==> config.mk <==
export PLATFORM = sky130hd
export DESIGN_NAME = fetch_id_stage
export DESIGN_NICKNAME = d
export VERILOG_FILES = /design/src/rtl/fetch_pkg.sv /design/src/rtl/fetch_id_stage_imm_sel_decode.sv /design/src/rtl/fetch_id_stage.sv
export SDC_FILE = /design/constraint.sdc
export NUM_CORES = 1
export LEC_CHECK = 0
export CAP_MARGIN = 20
export CORE_MARGIN = 4
export CORE_UTILIZATION = 50
export CTS_BUF_LIST = sky130_fd_sc_hd__clkbuf_4 sky130_fd_sc_hd__clkbuf_8 sky130_fd_sc_hd__clkbuf_16
export CTS_CLUSTER_SIZE = 10
export DETAILED_ROUTE_END_ITERATION = 6
export GPL_TIMING_DRIVEN = 1
export PLACE_DENSITY = 0.79
export REMOVE_ABC_BUFFERS = 1
export SKIP_CTS_REPAIR_TIMING = 1
export SLEW_MARGIN = 10
export SYNTH_ARGS = -nofsm -noshare
export SYNTH_HDL_FRONTEND = slang
export SYNTH_HIERARCHICAL = 1
export SYNTH_SLANG_ARGS = --single-unit
export TNS_END_PERCENT = 100
==> constraint.sdc <==
create_clock -name clk -period 7.3 [get_ports clk]
set_input_delay 2.19 -clock clk [delete_from_list [all_inputs] [get_ports clk]]
set_output_delay 2.19 -clock clk [all_outputs]
set_load 0.02 [all_outputs]
==> src/rtl/fetch_pkg.sv <==
// fetch_pkg: shared constants for the fetch / IF-ID stage and the control unit.
//   - RV32 opcodes that select an immediate format
//   - ImmSel encodings (I/S/B/J) consumed by the immediate extender
//   - default NOP word (addi x0,x0,0)
//   - fetch FSM state encodings
package fetch_pkg;

    localparam logic [6:0] OP_IMM    = 7'b0010011;
    localparam logic [6:0] OP_LOAD   = 7'b0000011;
    localparam logic [6:0] OP_JALR   = 7'b1100111;
    localparam logic [6:0] OP_STORE  = 7'b0100011;
    localparam logic [6:0] OP_BRANCH = 7'b1100011;
    localparam logic [6:0] OP_JAL    = 7'b1101111;

    localparam logic [1:0] IMM_I = 2'b00;
    localparam logic [1:0] IMM_S = 2'b01;
    localparam logic [1:0] IMM_B = 2'b10;
    localparam logic [1:0] IMM_J = 2'b11;

    localparam logic [31:0] NOP_INST_DEFAULT = 32'h0000_0013;

    typedef enum logic [1:0] {
        IDLE  = 2'b00,
        FETCH = 2'b01,
        HOLD  = 2'b10,
        DROP  = 2'b11
    } state_e;

endpackage

==> src/rtl/fetch_id_stage_imm_sel_decode.sv <==
// imm_sel_decode: combinational opcode -> ImmSel mapping.
// Ports:
//   opcode_i   [6:0]  instruction opcode field
//   imm_sel_o  [1:0]  immediate format (IMM_I/S/B/J)
// U-type opcodes fall into the default (I) since the extender routes Imm_U
// independently of ImmSel.
module imm_sel_decode
    import fetch_pkg::*;
(
    input  logic [6:0] opcode_i,
    output logic [1:0] imm_sel_o
);

    always_comb begin
        imm_sel_o = IMM_I;
        case (opcode_i)
            OP_IMM, OP_LOAD, OP_JALR: imm_sel_o = IMM_I;
            OP_STORE:                 imm_sel_o = IMM_S;
            OP_BRANCH:                imm_sel_o = IMM_B;
            OP_JAL:                   imm_sel_o = IMM_J;
            default:                  imm_sel_o = IMM_I;
        endcase
    end

endmodule

==> src/rtl/fetch_id_stage.sv <==
// fetch_id_stage: instruction fetch plus IF/ID pipeline register.
// Keeps one instruction-memory request outstanding, captures the returned
// word into ID (or a one-entry skid buffer while ID is stalled), and handles
// redirects including discarding a response that is already in flight.
// Ports:
//   clk, rst                 clock, asynchronous active-high reset
//   imem_req/imem_addr       fetch request (held until imem_valid) and PC
//   imem_rdata/imem_valid    returned word and its 1-cycle strobe
//   stall                    ID cannot accept; ID registers hold
//   redirect_valid/_pc       flush and refetch from redirect_pc (word aligned)
//   id_valid/id_pc/id_inst   ID stage contents
//   inst                     id_inst[31:7] for the immediate extender
//   ImmSel                   registered immediate format for id_inst
// Optional (macro FETCH_PERF_EN):
//   fetch_count, bubble_count  real-instruction and bubble load counters
module fetch_id_stage
    import fetch_pkg::*;
#(
    parameter logic [31:0] RESET_PC = 32'h0000_0000,
    parameter logic [31:0] NOP_INST = NOP_INST_DEFAULT
) (
    input  logic        clk,
    input  logic        rst,
    output logic        imem_req,
    output logic [31:0] imem_addr,
    input  logic [31:0] imem_rdata,
    input  logic        imem_valid,
    input  logic        stall,
    input  logic        redirect_valid,
    input  logic [31:0] redirect_pc,
    output logic        id_valid,
    output logic [31:0] id_pc,
    output logic [31:0] id_inst,
    output logic [24:0] inst,
    output logic [1:0]  ImmSel
`ifdef FETCH_PERF_EN
    ,
    output logic [31:0] fetch_count,
    output logic [31:0] bubble_count
`endif
);

    state_e      state_q, state_d;
    logic [31:0] pc_q, pc_d;
    logic        id_valid_q, id_valid_d;
    logic [31:0] id_pc_q, id_pc_d;
    logic [31:0] id_inst_q, id_inst_d;
    logic [1:0]  sel_q, sel_d;
    // Skid buffer occupancy is encoded by state HOLD; only the payload is stored.
    logic [31:0] skid_pc_q, skid_pc_d;
    logic [31:0] skid_inst_q, skid_inst_d;

    logic        ld_real, ld_bubble;
    logic [31:0] ld_word, ld_pc;
    logic [1:0]  ld_sel;

    imm_sel_decode u_dec (
        .opcode_i  (ld_word[6:0]),
        .imm_sel_o (ld_sel)
    );

    always_comb begin
        state_d     = state_q;
        pc_d        = pc_q;
        id_valid_d  = id_valid_q;
        id_pc_d     = id_pc_q;
        id_inst_d   = id_inst_q;
        sel_d       = sel_q;
        skid_pc_d   = skid_pc_q;
        skid_inst_d = skid_inst_q;
        ld_real     = 1'b0;
        ld_bubble   = 1'b0;
        ld_word     = imem_rdata;
        ld_pc       = pc_q;

        if (redirect_valid) begin
            // Flush wins over stall. A request still in flight must be
            // swallowed in DROP so its data never reaches ID.
            pc_d      = {redirect_pc[31:2], 2'b00};
            ld_bubble = 1'b1;
            case (state_q)
                FETCH, DROP: state_d = imem_valid ? FETCH : DROP;
                default:     state_d = FETCH;
            endcase
        end else begin
            case (state_q)
                IDLE: begin
                    state_d   = FETCH;
                    ld_bubble = !stall;
                end
                FETCH: begin
                    if (imem_valid) begin
                        pc_d = pc_q + 32'd4;
                        if (stall) begin
                            skid_pc_d   = pc_q;
                            skid_inst_d = imem_rdata;
                            state_d     = HOLD;
                        end else begin
                            ld_real = 1'b1;
                        end
                    end else begin
                        ld_bubble = !stall;
                    end
                end
                HOLD: begin
                    if (!stall) begin
                        ld_real = 1'b1;
                        ld_word = skid_inst_q;
                        ld_pc   = skid_pc_q;
                        state_d = FETCH;
                    end
                end
                DROP: begin
                    if (imem_valid) state_d = FETCH;
                    ld_bubble = !stall;
                end
                default: state_d = IDLE;
            endcase
        end

        if (ld_real) begin
            id_valid_d = 1'b1;
            id_pc_d    = ld_pc;
            id_inst_d  = ld_word;
            sel_d      = ld_sel;
        end else if (ld_bubble) begin
            id_valid_d = 1'b0;
            id_inst_d  = NOP_INST;
            sel_d      = IMM_I;
        end
    end

    always_ff @(posedge clk or posedge rst) begin
        if (rst) begin
            state_q     <= IDLE;
            pc_q        <= RESET_PC;
            id_valid_q  <= 1'b0;
            id_pc_q     <= '0;
            id_inst_q   <= NOP_INST;
            sel_q       <= IMM_I;
            skid_pc_q   <= '0;
            skid_inst_q <= '0;
        end else begin
            state_q     <= state_d;
            pc_q        <= pc_d;
            id_valid_q  <= id_valid_d;
            id_pc_q     <= id_pc_d;
            id_inst_q   <= id_inst_d;
            sel_q       <= sel_d;
            skid_pc_q   <= skid_pc_d;
            skid_inst_q <= skid_inst_d;
        end
    end

    assign imem_req  = (state_q == FETCH);
    assign imem_addr = pc_q;
    assign id_valid  = id_valid_q;
    assign id_pc     = id_pc_q;
    assign id_inst   = id_inst_q;
    assign inst      = id_inst_q[31:7];
    assign ImmSel    = sel_q;

`ifdef FETCH_PERF_EN
    logic [31:0] fetch_cnt_q, bubble_cnt_q;

    always_ff @(posedge clk or posedge rst) begin
        if (rst) begin
            fetch_cnt_q  <= '0;
            bubble_cnt_q <= '0;
        end else begin
            if (ld_real)             fetch_cnt_q  <= fetch_cnt_q + 32'd1;
            if (ld_bubble && !stall) bubble_cnt_q <= bubble_cnt_q + 32'd1;
        end
    end

    assign fetch_count  = fetch_cnt_q;
    assign bubble_count = bubble_cnt_q;
`endif

endmodule

# Yosys cells after proc, flatten, opt, wreduce, memory -nomap -nowiden
# Cells that the tools add are included.
[totals]
register_bits = 165
out_inout_bits = 125
[classes]
n_addsub = 1
eq_ne = 10
mux = 31
bitwise = 1
reduce_logical = 10
[op_table]
columns = ["cell", "count"]
rows = [
  ["$mux W32", 11],
  ["$add A32 B3 Y32 const B", 1],
  ["$mux W2", 9],
  ["$eq A7 B7 Y1 const B", 2],
  ["$pmux W2 S4", 1],
  ["$eq A7 B6 Y1 const B", 1],
  ["$mux W1", 7],
  ["$ne A3 B1 Y1 const B", 2],
  ["$ne A3 B3 Y1 const B", 2],
  ["$pmux W2 S3", 1],
  ["$reduce_bool A2 Y1", 3],
  ["$eq A2 B2 Y1 const B", 2],
  ["$pmux W1 S2", 2],
  ["$reduce_and A4 Y1", 1],
  ["$reduce_or A2 Y1", 2],
  ["$reduce_and A3 Y1", 1],
  ["$eq A2 B1 Y1 const B", 1],
  ["$logic_not A2 Y1", 1],
  ["$reduce_and A2 Y1", 1],
  ["$logic_not A1 Y1", 1],
  ["$not A1 Y1", 1],
]

# Logic depth before layout (Yosys ltp)
[depth]
depth_word = 6
mapped_depth = 10

# Modules after synthesis
# Netlist, hierarchy kept.
[modules_own_cells]
columns = ["module", "instances", "cells_each", "area_each_um2"]
rows = [
  ["fetch_id_stage", 1, 724, 7679.9],
  ["imm_sel_decode", 1, 6, 43.8],
]

# Worst setup path after synthesis
# OpenSTA, ideal clock, no wires.
[synth_timing]
path_type = "input to register"
from = "input port redirect_valid"
to = "register sel_q[0], in the netlist ImmSel[0]"
setup_ps = 83
t_arrival_ps = 4009
required_time_ps = 7217
path_slack_ps = 3208
path_stages = 8
path_cell_list = "clkbuf_1 -> nor3b_2 -> clkbuf_1 -> mux2_2 -> or3_1 -> a21boi_1 -> nand2_1 -> o21ai_0"
[synth_between]
elab_chain_cells = 4
[synth_lines]
columns = ["element", "line", "text"]
rows = [
  ["start: declaration", "fetch_id_stage.sv:29", "input logic redirect_valid,"],
  ["$mux W32 (*)", "fetch_id_stage.sv:76", "if (redirect_valid) begin"],
  ["named net ld_word[2]", "fetch_id_stage.sv:54", "logic [31:0] ld_word, ld_pc;"],
  ["$eq A7 B7 Y1 / $eq A7 B6 Y1 (equally long branches)", "fetch_id_stage_imm_sel_decode.sv:16", "case (opcode_i)"],
  ["$pmux W2 S3 (*)", "fetch_id_stage_imm_sel_decode.sv:16", ""],
  ["named net ld_sel[0]", "fetch_id_stage.sv:55", "logic [1:0] ld_sel;"],
  ["$mux W2 (*)", "fetch_id_stage.sv:121", "if (ld_real) begin"],
  ["end signal: assignment", "fetch_id_stage.sv:149", "sel_q <= sel_d;"],
  ["end: declaration", "fetch_id_stage.sv:48", "logic [1:0] sel_q, sel_d;"],
]
# Mark *: on every way through the listed nets, which the timed path passes. The rest lies on a longest branch.
# A chain may end at the register's enable or synchronous reset.

# Worst setup path after layout
[layout_timing]
from = "input port imem_valid"
to = "register id_inst_q[1], in the netlist id_inst[1]"
[layout_between]
elab_chain_cells = 4
[layout_lines]
columns = ["element", "line", "text"]
rows = [
  ["start: declaration", "fetch_id_stage.sv:27", "input logic imem_valid,"],
  ["$mux W1", "fetch_id_stage.sv:92", "if (imem_valid) begin"],
  ["$pmux W1 S2", "fetch_id_stage.sv:86", "case (state_q)"],
  ["$mux W1", "fetch_id_stage.sv:76", ""],
  ["$mux W32 / $reduce_bool A2 Y1 (equally long branches)", "n/a", ""],
  ["end signal: assignment", "fetch_id_stage.sv:148", "id_inst_q <= id_inst_d;"],
  ["end: declaration", "fetch_id_stage.sv:47", "logic [31:0] id_inst_q, id_inst_d;"],
]
# Parallel ways exist; a longest one is shown, timed or not.

==> results.cfg <==
[status]
status = finished, final reports clean

[route]
antenna_left = 0
drc = 0
route.met2.wl_um = 9156
drt-wirelength-per-cell_um = 17.59
top_layer = met4
num_vias = 5922
viasPerCell = 5.509
drtIter0Drc = 273
first_pass_iters = 5
wl_met1_um = 8522
wirelength_um = 18910
met3WireLength_um = 971

[synthesis]
synth.cell_area_um2 = 7724
yosysWarnings = 6
synth_flop_cell = dfrtp_1
ys_top_cells_by_count = dfrtp_1 (160), nand2_1 (109), mux2_2 (61), o21ai_0 (60), mux2i_1 (50)
synth_edf_count = 0
synth.yosys.seq_area_share = 0.5286
avgSynthCellArea_um2 = 10.58
synthTopCellsByArea = dfrtp_1 (52%), mux2_2 (8.9%), mux2i_1 (6.5%)
yosysMostFrequentCell = dfrtp_1
synthCells = 730
synth_top_area_cell = dfrtp_1
yosys.area.top_type_share = 0.5184
synth_seq_cells = 163
ys_types = 53
synthArstFlopShare = 1.000

[setup_path]
cp_max_fo = 67
cp-start-kind = input port
timing.rr.start = state_q[1]
required_ns = 7.64
arrival_ns = 4.65
reg2regPathDepth = 7
cp-end-kind = register
timing.rr.end = id_inst[1]
crit_type = in -> reg
r2r_slack_ns = 4.54

[hold_path]
hold_path_end = id_pc[0]
hold_path_depth = 2
worstHoldStart = id_pc[0]
hp-class = reg -> reg

[die]
die_w_um = 132.3
start_util = 0.5100
top_level_ports = 194
num_rows = 45
die_y_um = 132.3
coreArea_um2 = 15150
die_area_um2 = 17500

[placed_design]
port_buffers = 189
place_congestion = 0.7765
dp_hpwl_um = 12660

[power_and_ir_drop]
ir_worst_vdd_uv = 186.3
leakagePower_nw = 4.209
pwr_density_cell_nw_per_um2 = 341.0

[clock_network]
cts_tree = done
clkTransAtPathRegs_ns = 0.06
insertion_delay_ns = 0.42
cts_root_buf = clkbuf_16
clk_path_buf_depth = 2
htreeDepth = 4
cts_made_buffers = 17
cts.sinks = 163

[flow_run]
drv_cap = 0

[timing]
grt_setup_unrepaired = false
setup_violations = 0
post-route-period-util = 0.5899
slew_headroom = 0.3600
fmax_mhz = 232.2
final-max-slew-violation-count = 0
finalSetupTns_ns = 0
worst_slew_pin_slew_ns = 0.9512
min_period_ns = 4.306
hold_viol_final = 0
finalClockSkew_ns = 0.006687

[layout]
antennaDiodeCount = 0
final_util = 0.6759
area_growth_syn_to_layout_pct = 32.54
drive_gt1_frac = 0.1375
final_net_count = 948

[global_route]
grtUsageTotal = 0.2193
grt_pass1_wl_um = 31080
antenna_found_initial = 0
grt_max_degree = 92
grt_overflow_total = 0
grt_pass1_vias = 5988
-- worst max-delay path by stage --
stage | endpoint | cells after the start | from | slack, ns
after detailed placement | ImmSel[0] | 8 | stall | 2.54
final | id_inst[1] | 6 | imem_valid | 2.99
after CTS | ImmSel[0] | 8 | stall | 2.98
after floorplan | ImmSel[0] | 6 | redirect_valid | 0.53
after global routing | ImmSel[0] | 8 | stall | 2.83
after global placement | ImmSel[0] | 8 | stall | 2.60
-- registers in the layout (all words and copies together), names as in the netlist --
signal,count
imem_addr,30
id_pc,32
state_q,2
skid_inst_q,32
id_valid,1
ImmSel,2
id_inst,32
skid_pc_q,32
-- through the flow --
step	hold slack [ns]	cells	instance area (µm²)	setup slack, ns	power, W
final	0.4719	1075	10240	2.994	0.003491
after CTS	0.4734	1074	10230	2.976	0.003521
after global routing	0.4945	1075	10240	2.834	0.003680
after detailed placement	0.4596	1042	9552	2.541	0.002485
after floorplan	0.4496	653	7311	0.5256	0.001993
after global placement	0.4514	1042	9552	2.600	0.002439
-- layout by cell type, fill, tap and decap left out, types with 10 or more instances in the layout --
cell type / synthesis / layout
a21oi_1: 11 / 11
buf_4: 27 / 12
clkbuf_16: 0 / 17
clkdlybuf4s50_1: 0 / 188
dfrtp_1: 160 / 160
inv_1: 14 / 13
mux2_2: 61 / 61
mux2i_1: 50 / 50
nand2_1: 109 / 109
nand3_1: 26 / 26
nand4_1: 11 / 11
nor2_1: 20 / 20
o21ai_0: 60 / 60
o22ai_1: 25 / 25
xnor2_1: 10 / 10
-- metal layers --
metal	GRT usage	up-vias
li1	-	2844
met1	0.2885	2865
met2	0.3606	191
met3	0.05802	22
met4	0.06351	0
met5	0	-
-- cell families (layout without fill, tap and decap cells) --
| kind of cell | count (synthesis) | count (layout) | share of synthesized area |
|---|---|---|---|
| AO/OA/AOI/OAI | 128 | 128 | 0.09914 |
| adder cells (fa/ha/maj) | 5 | 5 | 0.008100 |
| flip-flops | 163 | 163 | 0.5286 |
| multiplexers | 111 | 111 | 0.1537 |
| buffers and inverters | 93 | 249 | 0.06123 |
| XOR/XNOR | 13 | 13 | 0.01474 |
| other | 1 | 2 | 0.0004855 |
| AND/OR/NAND/NOR | 216 | 216 | 0.1340 |
-- critical path, cell delays in order --
cell and delay, ns:
clkdlybuf4s50_1 0.66, a21oi_1 0.14, or4_4 0.75, buf_4 0.43, or2_2 0.36, o31a_1 0.11
-- cell type report --
cell class / instances / area [µm²]
well taps: 188 / 235.2
clock inverters: 12 / 226.5
inverters: 15 / 61.31
clock buffers: 20 / 454.2
flip-flops and latches: 163 / 4083
repair buffers: 202 / 1982
fillers: 1182 / 4908
multi-input cells: 475 / 3196
-- report_power, final --
part / internal (W) / total (W) / switching (W) / leakage (nW)
registers: 0.00120 / 0.00139 / 0.000184 / 2.04
logic: 0.000531 / 0.00108 / 0.000547 / 1.84
clock network: 0.000661 / 0.00102 / 0.000364 / 0.328
total: 0.00240 / 0.00349 / 0.00110 / 4.21
(Power assumes the default switching activity.)
